File: src/rtl/dma_chunk_buf.sv
// rtl/dma_chunk_buf.sv - staging buffer for one DMA chunk with fill/drain pointers and beat counts
module dma_chunk_buf #(
    parameter int DATA_W = 32,
    parameter int CHUNK  = 16
) (
    input  logic                      clk,
    input  logic                      rst,
    input  logic                      clear,
    input  logic                      wr_en,
    input  logic [DATA_W-1:0]         wr_data,
    input  logic                      rd_adv,
    output logic [DATA_W-1:0]         rd_data,
    output logic [$clog2(CHUNK):0]    wr_cnt,
    output logic [$clog2(CHUNK):0]    rd_cnt
);

    logic [DATA_W-1:0]          mem [CHUNK];
    logic [$clog2(CHUNK)-1:0]   wr_ptr;
    logic [$clog2(CHUNK)-1:0]   rd_ptr;

    // Fill from the read channel, drain to the write channel; clear rewinds for the next chunk
    always_ff @(posedge clk or negedge rst) begin
        if (!rst) begin
            for (int i = 0; i < CHUNK; i++) begin
                mem[i] <= '0;
            end
            wr_ptr <= '0;
            rd_ptr <= '0;
            wr_cnt <= '0;
            rd_cnt <= '0;
        end else if (clear) begin
            wr_ptr <= '0;
            rd_ptr <= '0;
            wr_cnt <= '0;
            rd_cnt <= '0;
        end else begin
            if (wr_en) begin
                mem[wr_ptr] <= wr_data;
                wr_ptr      <= wr_ptr + 1'b1;
                wr_cnt      <= wr_cnt + 1'b1;
            end
            if (rd_adv) begin
                rd_ptr <= rd_ptr + 1'b1;
                rd_cnt <= rd_cnt + 1'b1;
            end
        end
    end

    assign rd_data = mem[rd_ptr];

endmodule

File: config.mk
export PLATFORM = sky130hd
export DESIGN_NAME = dma_chunk_buf
export DESIGN_NICKNAME = d
export VERILOG_FILES = /design/src/rtl/dma_chunk_buf.sv
export SDC_FILE = /design/constraint.sdc
export NUM_CORES = 1
export LEC_CHECK = 0
export ABC_AREA = 0
export BUFFER_PORTS_ARGS = -buffer_cell sky130_fd_sc_hd__buf_2
export CAP_MARGIN = 10
export CORE_AREA = 2 2 222 181
export CTS_BUF_LIST = sky130_fd_sc_hd__clkbuf_4 sky130_fd_sc_hd__clkbuf_8 sky130_fd_sc_hd__clkbuf_16
export DETAILED_ROUTE_END_ITERATION = 10
export DIE_AREA = 0 0 224 183
export PLACE_DENSITY = 0.87
export SYNTH_ARGS = -nofsm -noshare
export SYNTH_HDL_FRONTEND = slang
export SYNTH_SLANG_ARGS = --single-unit
File: constraint.sdc
create_clock -name clk -period 5.5 [get_ports clk]
set_clock_uncertainty 0.2 [all_clocks]
set_input_delay 0.275 -clock clk [delete_from_list [all_inputs] [get_ports clk]]
set_output_delay 0.275 -clock clk [all_outputs]
set_load 0.02 [all_outputs]
==> impl_metrics.env, run 1 <==
export IMPL_rsz0062_at_grt="no"
export IMPL_path_cells="buf_4 -> mux4_2 -> a22oi_1 -> nand2_1 -> buf_2"
export IMPL_routed_via_density=6.47
export IMPL_powerDensity_mw_per_mm2=347
export IMPL_grt_pass1_wl_um=86900
export IMPL_rows=65
export IMPL_comb_power_share_pct=13.0
export IMPL_ys_flop_type="dfrtp_1"
export IMPL_place_congestion=0.724
export IMPL_cap_violations=0
export IMPL_relSlewSlack_pct=21.1
export IMPL_fp_dieArea_sq_mm=0.0410
export IMPL_chipWidth_um=224
export IMPL_startpoint_type="flip-flop"
export IMPL_tightest_slew_ns=1.18
export IMPL_arrival_ns=3.18
export IMPL_cts_root_buf="clkbuf_16"
export IMPL_finalInstanceArea_sq_mm=0.0267
export IMPL_crit_path_top_delay_cell="dfrtp_4"
export IMPL_dp_cells=1960
export IMPL_layout_common_cells="dfrtp_1 (528), mux2_2 (482), mux4_2 (128)"
export IMPL_synth_yosys_warnings=0
export IMPL_top_layer="met4"
export IMPL_clkSinkCount=530
export IMPL_period_minus_slack_ns=3.65
export IMPL_worst_ir_drop_vdd_mv=0.278
export IMPL_slowest_delay_ns=1.10
export IMPL_areaGrowthSynthToFinish_pct=12.4
export IMPL_seqPwrFrac_pct=48.0
export IMPL_ys_ff_latch=530
export IMPL_status="finished clean"
export IMPL_p_sw_share_pct=24.6
export IMPL_wl_met2_um=26400
export IMPL_final_common_cell="dfrtp_1"
export IMPL_multi_input_area_sq_mm=0.0100
export IMPL_internal_power_mw=7.00
export IMPL_worst_setup_path_end_kind="output pin"
export IMPL_final_period_utilization_pct=66.4
export IMPL_hpwl_um=30300
export IMPL_vias=13500
export IMPL_cp_num_buf_inv=2
export IMPL_ff_latch_area_sq_mm=0.0133
export IMPL_setup_violations=0
export IMPL_final_cells=2090
export IMPL_portBuffers=78
export IMPL_drt_iter0_markers=960
export IMPL_postCtsSetupRepairBufs=0
export IMPL_slew_violations=0
export IMPL_tns_ns=0
export IMPL_cp_max_fo=65
export IMPL_hold_viol=0
export IMPL_cts_tree="yes"
export IMPL_cts_buffers_inserted=50
export IMPL_drtPass1Iterations=5
export IMPL_cpLargestDelayFamily="flip-flops"
export IMPL_grt_max_degree=141
export IMPL_cts_path_max_buffers=3
export IMPL_pre_cts_ws_ns=2.39
export IMPL_dpl_instance_area_sq_mm=0.0246
export IMPL_insertion_delay_ns=0.58
export IMPL_avgSynthCellArea_sq_um=16.0
export IMPL_drt_total_wl_um=54700
export IMPL_die_h_um=183
export IMPL_core_sq_mm=0.0388
export IMPL_hold_class="in -> async"
export IMPL_p_leak_nw=12.7
export IMPL_clk_pin_slew_worst_paths_ns=0.06
export IMPL_max_freq_mhz=274
export IMPL_finalPower_mw=9.28
export IMPL_utilization_pct=68.9
export IMPL_wl_per_cell_um=26.1
export IMPL_power_frac_clock_pct=39.1
export IMPL_yosysSeqAreaShare_pct=55.8
export IMPL_setup_worst_path_class="reg -> out"
export IMPL_grt_pass1_vias=14800
export IMPL_post_cts_resized_instances=0
export IMPL_syn_area_sq_mm=0.0238
export IMPL_n_fill_cell=2421
export IMPL_switchingPower_mw=2.28
export IMPL_ant_nets=0
export IMPL_io_pins=79
export IMPL_cts_max_level=2
export IMPL_drc=0
export IMPL_critPathRequiredTime_ns=5.03
export IMPL_synthArstFlopShare_pct=100
export IMPL_ys_types=26
export IMPL_routed_wl_met3_um=3620
export IMPL_wl_met1_um=23300
export IMPL_antenna_found_initial=1
export IMPL_drive_above_1_share_pct=54.2
export IMPL_nets=1591
export IMPL_start_util_pct=61.3
export IMPL_setup_ws_ns=1.85
export IMPL_synthCells=1483
export IMPL_hold_slack_ns=0.0844
export IMPL_synth_edf_count=0
export IMPL_grt_remaining_overflow=0
export IMPL_grt_usage_pct=27.9
export IMPL_syn_num_nets=1527
[worst paths after layout]
check	from	endpoint	slack, ns	cells after the start
min in group clk	mem[306]$_DFFE_PN0P_	mem[306]$_DFFE_PN0P_	0.30	1
hold reg to reg	mem[306]$_DFFE_PN0P_	mem[306]$_DFFE_PN0P_	0.30	1
max in group asynchronous	rst	mem[257]$_DFFE_PN0P_	3.57	3
hold / removal	rst	wr_cnt[4]$_DFFE_PN0P_	0.08	2
setup reg to reg	wr_ptr[2]$_DFFE_PN0P_	mem[268]$_DFFE_PN0P_	2.43	4
setup / recovery	rd_ptr[1]$_DFFE_PN0P_	rd_data[23]	1.85	5
[registers in the layout, indices dropped and copies added (netlist names)]
name and cells:
wr_ptr 4, rd_ptr 4, mem 512, wr_cnt 5, rd_cnt 5
[routing by layer]
metal  vias to the layer above  GRT usage [%]
met5                         -              0
met4                         0           8.51
met3                       110           5.78
met2                       452           44.6
met1                      7340           39.2
li1                       5625              -
[logic make-up after synthesis]
logic type | after synthesis | share of synthesized area [%]
compound gates | 64 | 2.02
xor+xnor | 14 | 0.516
fa+ha+maj | 7 | 0.368
buf+inv | 133 | 2.60
flops | 530 | 55.8
mux | 644 | 37.0
simple gates | 91 | 1.72
[power groups by stage]
stage / Combinational [mW] / Sequential, mW / Clock [mW]
2_1_floorplan: 0.878 / 4.41 / 0
3_3_place_gp: 1.15 / 4.48 / 0
3_5_place_dp: 1.18 / 4.51 / 0
4_1_cts: 1.22 / 4.45 / 3.68
5_1_grt: 1.30 / 4.49 / 3.84
6_report: 1.20 / 4.45 / 3.62
[worst reg2reg max path, delay by kind of cell (launching register included)]
kind | cells | cell delay [ns]
mux | 1 | 0.40
simple gates | 2 | 1.27
flops | 1 | 0.53
buf+inv | 1 | 0.56
[what timing repair did]
item	in CTS	in global routing
hold buffers	37	0
hold endpoints to repair	610	0
setup endpoints to repair	0	0
[layout make-up]
class	count	share of cell area [%]
flip-flops and latches	530	49.7
multi-input cells	820	37.5
clock buffers	71	5.57
repair buffers	143	3.91
well taps	502	2.35
clock inverters	21	0.941
inverters	2	0.0281
diodes	1	0.00936
[cell usage after synthesis, types with 4 or more instances]
master	instances	area, sq um
nand4_1	6	37.5
nor2_1	30	113
clkbuf_1	63	236
xnor2_1	4	35.0
mux4_2	128	2880
mux2_4	30	450
nand3b_1	4	30.0
buf_4	7	52.6
nand2_1	38	143
mux2_2	482	5430
ha_1	7	87.6
buf_2	56	280
dfrtp_1	530	13300
mux2i_1	4	40.0
xor2_1	10	87.6
a22oi_1	64	480
No activity file was read; power rests on OpenSTA's default activity.
==> run 2, diff against run 1 <==
==> constraint.sdc (replaced) <==
create_clock -name clk -period 3.8 [get_ports clk]
set_clock_uncertainty 0.2 [all_clocks]
set_input_delay 0.19 -clock clk [delete_from_list [all_inputs] [get_ports clk]]
set_output_delay 0.19 -clock clk [all_outputs]
set_load 0.02 [all_outputs]
==> impl_metrics.env, run 2 (synthesis results as in run 1) <==
export IMPL_pre_cts_ws_ns=1.16
export IMPL_fp_dieArea_sq_mm=0.0410
export IMPL_cp_max_fo=22
export IMPL_max_freq_mhz=312
export IMPL_largest_reg_flops=512
export IMPL_nets=1608
export IMPL_setup_worst_path_class="reg -> out"
export IMPL_io_pins=79
export IMPL_clk_pin_slew_worst_paths_ns=0.06
export IMPL_place_congestion=0.755
export IMPL_die_h_um=183
export IMPL_cts_path_max_buffers=3
export IMPL_drc=0
export IMPL_worst_ir_drop_vdd_mv=0.386
export IMPL_grt_remaining_overflow=0
export IMPL_cts_max_level=2
export IMPL_setup_ws_ns=0.590
export IMPL_cts_buffers_inserted=51
export IMPL_dpl_instance_area_sq_mm=0.0248
export IMPL_n_fill_cell=2427
export IMPL_hold_viol=0
export IMPL_finalInstanceArea_sq_mm=0.0270
export IMPL_grt_max_degree=103
export IMPL_hpwl_um=32600
export IMPL_tightest_slew_ns=0.876
export IMPL_setup_violations=0
export IMPL_routed_via_density=6.48
export IMPL_vias=13600
export IMPL_critPathRequiredTime_ns=3.41
export IMPL_tns_ns=0
export IMPL_ant_nets=0
export IMPL_final_period_utilization_pct=84.5
export IMPL_rsz0062_at_grt="no"
export IMPL_relSlewSlack_pct=41.6
export IMPL_top_regs="mem: 512 flops, rd_cnt: 5 flops, wr_cnt: 5 flops"
export IMPL_drtPass1Iterations=5
export IMPL_antenna_diode_count=0
export IMPL_p_leak_nw=12.8
export IMPL_status="finished clean"
export IMPL_slew_violations=0
export IMPL_portBuffers=78
export IMPL_top_register="mem"
export IMPL_dp_cells=1976
export IMPL_powerDensity_mw_per_mm2=500
export IMPL_final_common_cell="dfrtp_1"
export IMPL_period_minus_slack_ns=3.21
export IMPL_layout_common_cells="dfrtp_1 (528), mux2_2 (482), mux4_2 (128)"
export IMPL_cts_root_buf="clkbuf_16"
export IMPL_start_util_pct=61.3
export IMPL_areaGrowthSynthToFinish_pct=13.4
export IMPL_rows=65
export IMPL_finalPower_mw=13.5
export IMPL_clkSinkCount=530
export IMPL_cts_tree="yes"
export IMPL_final_cells=2103
export IMPL_drive_above_1_share_pct=54.6
export IMPL_chipWidth_um=224
export IMPL_postCtsSetupRepairBufs=0
export IMPL_drt_total_wl_um=53700
export IMPL_core_sq_mm=0.0388
export IMPL_cap_violations=0
export IMPL_hold_class="in -> async"
export IMPL_grt_pass1_wl_um=86700
export IMPL_worst_setup_path_end_kind="output pin"
export IMPL_insertion_delay_ns=0.58
export IMPL_grt_usage_pct=27.5
export IMPL_drt_iter0_markers=1184
export IMPL_arrival_ns=2.82
export IMPL_startpoint_type="flip-flop"
export IMPL_antenna_found_initial=0
export IMPL_wl_per_cell_um=25.5
export IMPL_grt_pass1_vias=14800
==> run 2: cell count changes in the layout (fill, tap and decap cells not counted), sizes merged <==
cell,previous run,this run
buf,106,122
inv,4,3
clkinvlp,1,3
diode,1,0
bufinv,5,3
clkbuf,71,74
clkinv,13,9
==> run 2: path summary, 6_finish.rpt <==
path	to	from	depth (start not counted)	slack (ns)
worst max-delay path	rd_data[15]	rd_ptr[0]$_DFFE_PN0P_	5	0.59
min in group clk	mem[436]$_DFFE_PN0P_	mem[436]$_DFFE_PN0P_	1	0.30
worst min register to register	mem[436]$_DFFE_PN0P_	mem[436]$_DFFE_PN0P_	1	0.30
worst min-delay path	mem[429]$_DFFE_PN0P_	rst	2	0.06
max in group asynchronous	mem[291]$_DFFE_PN0P_	rst	3	2.35
worst max register to register	mem[95]$_DFFE_PN0P_	wr_ptr[1]$_DFFE_PN0P_	6	1.17
==> run 2: worst max-delay path, stage by stage (launching register included) <==
cell and delay, ns:
dfrtp_4 0.73, buf_4 0.40, mux4_2 0.55, a22oi_1 0.24, nand2_1 0.14, buf_2 0.18
==> run 2: stage by stage <==
step	util [%]	hold WS, ns
2_1_floorplan	-	-0.306
3_3_place_gp	64.0	0.124
3_5_place_dp	64.0	0.130
4_1_cts	69.5	0.0975
5_1_grt	69.5	0.130
6_report	69.5	0.0580
==> run 2: layout make-up <==
type                    count  area [sq um]  area share [%]
clock buffers              74          1580            5.85
clock inverters            16           181           0.673
inverters                   2          7.51          0.0278
multi-input cells         820         10000            37.2
flip-flops and latches    530         13300            49.2
well taps                 502           628            2.33
repair buffers            159          1260            4.69
==> run 2: timing repair <==
action                    CTS  global route
resized for setup           0             0
hold buffers               37             0
hold endpoints to repair  624             0
==> run 2: power breakdown <==
| group | internal [mW] | switching, mW |
|---|---|---|
| clock network | 3.08 | 2.16 |
| registers | 6.12 | 0.296 |
| logic | 0.943 | 0.857 |
| total | 10.2 | 3.32 |
==> run 2: routing by layer <==
layer  share of wire (%)  global-route usage [%]  vias up  routed length, um
li1                    -                       -     5663                  -
met3                 6.3                    5.11      107               3390
met1                  44                    39.9     7386              23400
met2                  48                    43.1      466              25500
met4                 2.5                    8.61        0               1330
met5                   0                       0        -                  0
